$ cat config.mk
export PLATFORM = sky130hd
export DESIGN_NAME = funct_gen_ctrl
export DESIGN_NICKNAME = d
export VERILOG_FILES = /design/src/rtl/funct_gen_ctrl.sv
export SDC_FILE = /design/constraint.sdc
export NUM_CORES = 1
export LEC_CHECK = 0
export ABC_AREA = 1
export BUFFER_PORTS_ARGS = -buffer_cell sky130_fd_sc_hd__buf_2
export CAP_MARGIN = 10
export CORE_UTILIZATION = 55
export CTS_CLUSTER_SIZE = 28
export DETAILED_ROUTE_END_ITERATION = 8
export GPL_ROUTABILITY_DRIVEN = 0
export PLACE_DENSITY = 0.78
export SETUP_SLACK_MARGIN = 0.2
export SLEW_MARGIN = 20
export SYNTH_ARGS = -nofsm -noshare
export SYNTH_HDL_FRONTEND = slang
export SYNTH_SLANG_ARGS = --single-unit
$ cat constraint.sdc
create_clock -name clk -period 1.9 [get_ports clk]
set_input_delay 0.285 -clock clk [delete_from_list [all_inputs] [get_ports clk]]
set_output_delay 0.285 -clock clk [all_outputs]
set_load 0.02 [all_outputs]
$ cat src/rtl/funct_gen_ctrl.sv
// funct_gen_ctrl: control FSM and address sequencer for the function generator.
// IDLE / CONFI / GEN state machine driven by the host strobes, a saturating
// write-address counter for loading the sample RAM in CONFI, and a read-address
// sequencer with a programmable sample-rate divider for playback in GEN.
// Optional feature macro: FGEN_ONESHOT_EN adds oneshot_i / done_o. With it
// defined, a waveform can be played exactly once per GEN visit.
module funct_gen_ctrl #(
    parameter int DEPTH = 256,
    parameter int AW    = $clog2(DEPTH),
    parameter int DIVW  = 16
) (
    input  logic            clk,
    input  logic            rst,
    input  logic            en_low_i,
    input  logic            enh_conf_i,
    input  logic            wr_valid_i,
    input  logic [AW-1:0]   len_i,
    input  logic [DIVW-1:0] div_i,
`ifdef FGEN_ONESHOT_EN
    input  logic            oneshot_i,
    output logic            done_o,
`endif
    output logic [1:0]      state_o,
    output logic            enh_config_fsm,
    output logic            enh_gen_fsm,
    output logic            clrh_addr_fsm,
    output logic            wr_en_o,
    output logic [AW-1:0]   wr_addr_o,
    output logic            cfg_full_o,
    output logic            rd_en_o,
    output logic [AW-1:0]   rd_addr_o,
    output logic            wrap_o
);

    typedef enum logic [1:0] {
        ST_IDLE  = 2'd0,
        ST_CONFI = 2'd1,
        ST_GEN   = 2'd2
    } state_e;

    localparam logic [AW-1:0]   ADDR_MAX = AW'(DEPTH - 1);
    localparam logic [AW-1:0]   ADDR_ONE = AW'(1);
    localparam logic [DIVW-1:0] DIV_ONE  = DIVW'(1);

    state_e            state_q, state_d;
    logic [AW-1:0]     wr_addr_q, wr_addr_d;
    logic              cfg_full_q, cfg_full_d;
    logic [AW-1:0]     len_q, len_d;
    logic [DIVW-1:0]   div_q, div_d;
    logic [DIVW-1:0]   div_cnt_q, div_cnt_d;
    logic [AW-1:0]     rd_addr_q, rd_addr_d;

    logic              in_confi;
    logic              in_gen;
    logic              confi_entry;
    logic              gen_entry;
    logic              gen_exit;
    logic              strobe;
    logic              at_len;
    logic              stop_at_wrap;
    logic              playback_done;
    logic [AW-1:0]     len_clamped;

    // Next state: configuration request wins, then generation enable, else idle.
    always_comb begin
        // NOTE: every combinational output gets a default first so no path can
        // leave it unassigned and infer a latch.
        state_d = ST_IDLE;
        if (enh_conf_i) begin
            state_d = ST_CONFI;
        end else if (!en_low_i) begin
            state_d = ST_GEN;
        end
    end

    assign in_confi    = (state_q == ST_CONFI);
    assign in_gen      = (state_q == ST_GEN);
    assign confi_entry = (state_d == ST_CONFI) && !in_confi;
    assign gen_entry   = (state_d == ST_GEN) && !in_gen;
    assign gen_exit    = in_gen && (state_d != ST_GEN);

    // Status outputs decode the registered state, so they trail the inputs by one cycle.
    assign state_o        = state_q;
    assign enh_config_fsm = in_confi;
    assign enh_gen_fsm    = in_gen;
    assign clrh_addr_fsm  = (state_q == ST_IDLE) || (state_q == ST_CONFI);

    // A write is taken only inside CONFI and only until the last RAM slot has been filled.
    assign wr_en_o    = wr_valid_i & in_confi & ~cfg_full_q;
    assign wr_addr_o  = wr_addr_q;
    assign cfg_full_o = cfg_full_q;

    // Write-address counter: cleared on CONFI entry, saturates at the top slot.
    always_comb begin
        wr_addr_d  = wr_addr_q;
        cfg_full_d = cfg_full_q;
        if (confi_entry) begin
            wr_addr_d  = '0;
            cfg_full_d = 1'b0;
        end else if (wr_en_o) begin
            if (wr_addr_q == ADDR_MAX) begin
                cfg_full_d = 1'b1;
            end else begin
                wr_addr_d = wr_addr_q + ADDR_ONE;
            end
        end
    end

    // Length is clamped so playback can never address beyond the RAM.
    assign len_clamped = (32'(len_i) > 32'(DEPTH - 1)) ? ADDR_MAX : len_i;

    // Sample strobe fires when the divider reaches the latched period, unless a
    // one-shot playback has already completed.
    assign strobe    = in_gen && !playback_done && (div_cnt_q == div_q);
    assign at_len    = (rd_addr_q == len_q);
    assign rd_en_o   = strobe;
    assign wrap_o    = strobe && at_len;
    assign rd_addr_o = rd_addr_q;

    // Read sequencer: latch settings on GEN entry, step the divider and address in GEN,
    // and clear the playback position whenever GEN is left.
    always_comb begin
        len_d     = len_q;
        div_d     = div_q;
        div_cnt_d = div_cnt_q;
        rd_addr_d = rd_addr_q;
        if (gen_entry) begin
            len_d     = len_clamped;
            div_d     = div_i;
            div_cnt_d = '0;
            rd_addr_d = '0;
        end else if (gen_exit) begin
            div_cnt_d = '0;
            rd_addr_d = '0;
        end else if (in_gen && !playback_done) begin
            if (strobe) begin
                div_cnt_d = '0;
                if (at_len) begin
                    // A one-shot run parks on the last sample instead of wrapping.
                    rd_addr_d = stop_at_wrap ? rd_addr_q : '0;
                end else begin
                    rd_addr_d = rd_addr_q + ADDR_ONE;
                end
            end else begin
                div_cnt_d = div_cnt_q + DIV_ONE;
            end
        end
    end

`ifdef FGEN_ONESHOT_EN
    logic oneshot_q, oneshot_d;
    logic done_q, done_d;

    // One-shot control: mode latched on GEN entry, done set by the wrap strobe,
    // cleared whenever GEN is entered or left.
    always_comb begin
        oneshot_d = oneshot_q;
        done_d    = done_q;
        if (gen_entry) begin
            oneshot_d = oneshot_i;
            done_d    = 1'b0;
        end else if (gen_exit) begin
            done_d = 1'b0;
        end else if (wrap_o && oneshot_q) begin
            done_d = 1'b1;
        end
    end

    // One-shot state registers.
    always_ff @(posedge clk or posedge rst) begin
        if (rst) begin
            oneshot_q <= 1'b0;
            done_q    <= 1'b0;
        end else begin
            oneshot_q <= oneshot_d;
            done_q    <= done_d;
        end
    end

    assign stop_at_wrap  = oneshot_q;
    assign playback_done = done_q;
    assign done_o        = done_q;
`else
    assign stop_at_wrap  = 1'b0;
    assign playback_done = 1'b0;
`endif

    // State, counters and latched playback settings.
    always_ff @(posedge clk or posedge rst) begin
        if (rst) begin
            // NOTE: sequential state uses non-blocking assignments so every flop
            // samples the pre-edge values regardless of statement order.
            state_q    <= ST_IDLE;
            wr_addr_q  <= '0;
            cfg_full_q <= 1'b0;
            len_q      <= '0;
            div_q      <= '0;
            div_cnt_q  <= '0;
            rd_addr_q  <= '0;
        end else begin
            state_q    <= state_d;
            wr_addr_q  <= wr_addr_d;
            cfg_full_q <= cfg_full_d;
            len_q      <= len_d;
            div_q      <= div_d;
            div_cnt_q  <= div_cnt_d;
            rd_addr_q  <= rd_addr_d;
        end
    end

endmodule
==> run metrics, run 1 <==
Synth Net Count 555; Worst setup EP type output pin; Inserted Clock Buffers 9; Worst-Skew Late Latency 0.35 ns; hold slack 0.0690 ns; via count 3,864; Yosys reg bits 59; die area 6780 um2; Gate Count Post-Synth 523; # setup viols final 2; CP peak stage delay 0.43 ns; maximum clock path buffer count 2; worst-path fanout max 3; initial antenna violation count 0; share of cells above drive strength 1 29.1%; failing checks design-rule violations, negative setup slack; Final Hold Vio Count 0; wire length per cell 15.0 um; Ports 54; Sink Count 59; crit path buf inv count 2; required time of the critical path 1.62 ns; Slew Viols, Final 0; synth-to-layout area growth 31.0%; grt ovf 0; Initial Util 58.6%; cell count of the worst reg-to-reg path 12; post-route ant nets 0; commonest cells after routing, fill and taps aside 164 x nand2_1, 63 x inv_1, 60 x nor2_1; most common cell after layout, fill and taps aside nand2_1; synthesized area per cell 6.79 um2; drt first pass iters 9; power density over the cells 780 nW/um2; Hold Path Stages 1; GR Util met3 5.71%; Core Region 6060 um2; WS Path Type reg -> out; status finished, violations left; non-filler instance count after layout 703; Initial DRC Count 472; CP max-delay cell dfrtp_1; crit path cell chain buf_6 -> nand2_4 -> nand2_2 -> nor2_2 -> nand4_1 -> nor2_2 -> nand3_4 -> nor2_4 -> buf_6; post-route DRC violation count 2; RSZ-0062 raised after global routing true; register area share after synthesis 41.6%; worst vdd ir 646 uV; crit path time final 2.06 ns; met2 GRT Util 50.5%; antenna cells 0; worst hold-check path type in -> reg; Arr. time, crit path 1.78 ns; Slew @ Worst Pin 0.411 ns; library cells used by synthesis 27; WL final 10,600 um; number of vias per cell 5.50; P_leak 0.00244 uW; Clock Skew 0.0139 ns; period utilisation layout 108%; largest net degree at the start of global routing 32; Ys Warns 0; post-layout util 76.8%; CTS tree done; MaxCap Viol Count 0; FF-to-FF setup slack 0.11 ns; vias in the first global route 3,422; Slew HR 72.6%; GR Util All Layers 31.0%; Fill cells 424; synthesized area 3550 um2; Tot Pwr 3630 uW; clock slew at reported path FFs 0.07 ns; gr busiest metal met2; worst setup margin -0.161 ns; FMAX 485 MHz; dpl cells 649; Die Height 82.4 um; Root Buffer clkbuf_8; Rows 28; first-pass GRT wire length 15,600 um; Worst setup SP type register; CP Depth 9; post-DP HPWL 6400 um; H-Tree Level Count 3; CP delay by family, top simple AND/OR/NAND/NOR gates; PortBufs 53; width of the chip 82.4 um; GR Layer Usage met1 39.3%; Final Net Count 655
registers in the layout, summed over array words and instances (netlist names):
name	cells
div_cnt_q	16
div_q	16
len_q	8
rd_addr_o	8
wr_addr_o	8
state_o	2
cfg_full_o	1
path summary, 6_finish.rpt:
path	endpoint	start
hold / removal	state_o[0]	enh_conf_i
min in group asynchronous	wr_addr_o[0]	rst
setup / recovery	wrap_o	div_cnt_q[1]
setup reg to reg	div_cnt_q[14]	div_cnt_q[1]
hold reg to reg	len_q[3]	len_q[3]
max in group asynchronous	div_cnt_q[10]	rst
area by class of cell:
type	count	area, um2	area share (%)
Timing Repair Buffer	100	661	14.2
Tap cell	75	93.8	2.02
Sequential cell	59	1480	31.8
Inverter	76	290	6.24
Multi-Input combinational cell	377	1900	40.8
Clock buffer	12	155	3.34
Clock inverter	4	72.6	1.56
power breakdown:
part           internal [uW]  total, uW  switching [uW]
sequential              1370       1490             123
combinational            294        784             489
clock                    809       1350             540
total                   2470       3630            1150
synthesized netlist by cell type, drive strengths merged:
| library cell | n | share of area, % |
|---|---|---|
| buf | 9 | 2.2 |
| dfrtp | 59 | 42 |
| clkinv | 1 | 0.11 |
| nand3 | 34 | 4.9 |
| nand4 | 15 | 2.6 |
| ha | 3 | 1.1 |
| xnor2 | 5 | 1.2 |
| nor3b | 1 | 0.21 |
| o21ai | 34 | 4.8 |
| nor3 | 5 | 0.70 |
| nor2 | 74 | 8.5 |
| or2 | 3 | 0.53 |
| a21oi | 4 | 0.56 |
| xor2 | 8 | 2.0 |
| inv | 75 | 7.9 |
| nand2 | 191 | 21 |
| clkbuf | 2 | 0.25 |
metrics by stage:
stage                     area (um2)  worst slack (ns)  setup TNS [ns]
after CTS                       4400           -0.0833          -0.105
after global routing            4650            -0.191          -0.366
after detailed placement        3900             0.121               0
after global placement          3900             0.168               0
after floorplan                 3560             0.249               0
final                           4650            -0.161          -0.304
kinds of logic (layout without fill, tap and decap cells):
logic type	after synthesis	after routing	synth area share, %
and+or+nand+nor	323	323	38.4
buffers and inverters	87	192	10.5
DFF	59	59	41.6
AOI/OAI and AO/OA	38	38	5.35
xor gates and xnor gates	13	13	3.21
adders and majority gates	3	3	1.06
timing repair:
item / in CTS / in global routing
hold endpoints to repair: 6 / 0
gates cloned: 0 / 0
setup endpoints to repair: 3 / 23
gates resized for setup: 41 / 31
setup buffers: 22 / 15
pin swaps: 16 / 20
hold buffers: 1 / 0
layer usage:
layer | up-vias | routed length (um) | part of all wire (%)
li1 | 1820 | - | -
met3 | 65 | 807 | 7.6
met2 | 218 | 5030 | 48
met1 | 1761 | 4300 | 41
met4 | 0 | 439 | 4.2
met5 | - | 0 | 0
Power figures use the tool's default switching activity.
==> inputs of run 2 (changes only) <==
--- a/config.mk
+++ b/config.mk
@@ -8,6 +8,7 @@
 export ABC_AREA = 1
 export BUFFER_PORTS_ARGS = -buffer_cell sky130_fd_sc_hd__buf_2
 export CAP_MARGIN = 10
+export CORE_ASPECT_RATIO = 1.2
 export CORE_UTILIZATION = 55
 export CTS_CLUSTER_SIZE = 28
 export DETAILED_ROUTE_END_ITERATION = 8
==> run 2 against run 1 <==
The flow finishes with violations (negative setup slack). Non-clock buffer count decreased by 21. Clock-buffer cell count increased by 1. Via count decreased by 4.5%. Largest power group unchanged. Clock skew about the same.
==> run metrics, run 2 (same netlist as run 1, synthesis figures left out) <==
GR Layer Usage met1 35.6%; vias in the first global route 3,313; # setup viols final 2; CP max-delay cell dfrtp_2; wire length per cell 13.5 um; width of the chip 75.4 um; CTS tree done; worst-path fanout max 6; crit path cell chain inv_1 -> nand2_1 -> nand2_1 -> inv_1 -> nand4_1 -> nor2_4 -> nand3_4 -> nor2_4 -> buf_6; Final Net Count 635; die area 6790 um2; FF-to-FF setup slack 0.20 ns; Final Hold Vio Count 0; worst vdd ir 659 uV; Logic pwr share 22.6%; commonest cells after routing, fill and taps aside 169 x nand2_1, 65 x inv_1, 57 x nor2_1; worst setup margin -0.160 ns; Fill cells 503; Initial Util 58.0%; crit path time final 2.06 ns; non-filler instance count after layout 689; power density over the cells 735 nW/um2; most common cell after layout, fill and taps aside nand2_1; Worst-Skew Late Latency 0.35 ns; RSZ-0062 raised after global routing true; P_leak 0.00231 uW; Slew @ Worst Pin 0.499 ns; cell count of the worst reg-to-reg path 11; Inserted Clock Buffers 9; largest net degree at the start of global routing 40; Die Height 90.0 um; Reg power frac 45.3%; min-delay src enh_conf_i; worst r2r src div_cnt_q[1]; dpl cells 654; Arr. time, crit path 1.78 ns; cell internal pwr 2220 uW; number of vias per cell 5.36; biggest regs div_cnt_q (16), div_q (16); drt first pass iters 5; failing checks negative setup slack; worst hold-check path type in -> reg; Root Buffer clkbuf_8; Worst setup SP type register; Slew Viols, Final 0; clock slew at reported path FFs 0.07 ns; switching power 1070 uW; GR Util met3 5.38%; maximum clock path buffer count 2; period utilisation layout 108%; via count 3,692; Slew HR 66.6%; post-route ant nets 0; post-DP HPWL 6250 um; GR Util All Layers 28.0%; Rows 31; synth-to-layout area growth 26.2%; hold endpoint state_o[0]; gr busiest metal met2; MaxCap Viol Count 0; Sink Count 59; required time of the critical path 1.62 ns; Switching Fraction 32.6%; Worst setup EP type output pin; Setup TNS -0.247 ns; first-pass GRT wire length 14,500 um; PortBufs 53; share of cells above drive strength 1 26.5%; initial antenna violation count 0; Initial DRC Count 270; antenna cells 0; post-route DRC violation count 0; Ports 54; Core Region 6130 um2; H-Tree Level Count 3; met2 GRT Util 43.2%; clock share of power 32.1%; grt ovf 0; FMAX 485 MHz; status finished, violations left; worst reg2reg endpoint div_cnt_q[14]; CP peak stage delay 0.43 ns; Hold Path Stages 1; WS Path Type reg -> out; WL final 9310 um; Clock Skew 0.0135 ns
-- run 2: worst max-delay path by stage --
stage | start | endpoint | slack [ns]
after floorplan | state_o[0] | wr_addr_o[4] | 0.25
after global placement | div_cnt_q[10] | wrap_o | 0.17
after detailed placement | div_cnt_q[10] | wrap_o | 0.13
after CTS | div_cnt_q[15] | wrap_o | -0.11
after global routing | div_cnt_q[1] | wrap_o | -0.25
final | div_cnt_q[2] | wrap_o | -0.16
-- run 2: power by group through the flow --
stage / logic, uW / registers [uW] / clock network, uW
2_1_floorplan: 456 / 1520 / 0
3_3_place_gp: 655 / 1500 / 0
3_5_place_dp: 674 / 1500 / 0
4_1_cts: 702 / 1480 / 1070
5_1_grt: 847 / 1500 / 1130
6_report: 745 / 1490 / 1060
-- run 2: cell type report --
type / instances / area (um2) / area share [%]
Timing Repair Buffer: 79 / 510 / 11.4
Sequential cell: 59 / 1480 / 33.1
Inverter: 76 / 290 / 6.48
Clock inverter: 2 / 10.0 / 0.223
Clock buffer: 13 / 169 / 3.77
Multi-Input combinational cell: 378 / 1920 / 42.8
Tap cell: 82 / 103 / 2.29
-- run 2: metal layers --
layer / vias to the layer above / wire length (um)
met3: 49 / 574
met5: - / 0
met2: 169 / 4510
met1: 1697 / 3830
met4: 0 / 391
li1: 1777 / -
-- run 2: timing repair --
item,in CTS,in global routing
gates resized for setup,24,46
setup endpoints to repair,3,26
pin swaps,1,17
buffers inserted,7,11
cloned,0,1
hold buffers,1,0
endpoints found under the hold margin,20,0
-- run 2: critical path, delay by kind of cell, from the launching register on --
family / cells / cell delay [ns]
buffers and inverters: 3 / 0.30
DFF: 1 / 0.43
and+or+nand+nor: 6 / 0.70
-- run 2: stage by stage --
step	util [%]	setup WS, ns	hold WS, ns	cell area (um2)	total power [uW]
after global placement	64.0	0.173	0.334	3920	2160
after CTS	68.9	-0.108	0.0537	4230	3260
final	73.1	-0.160	0.0616	4480	3290
after detailed placement	64.0	0.125	0.342	3920	2180
after floorplan	-	0.249	0.316	3560	1980
after global routing	73.1	-0.254	0.0520	4480	3480
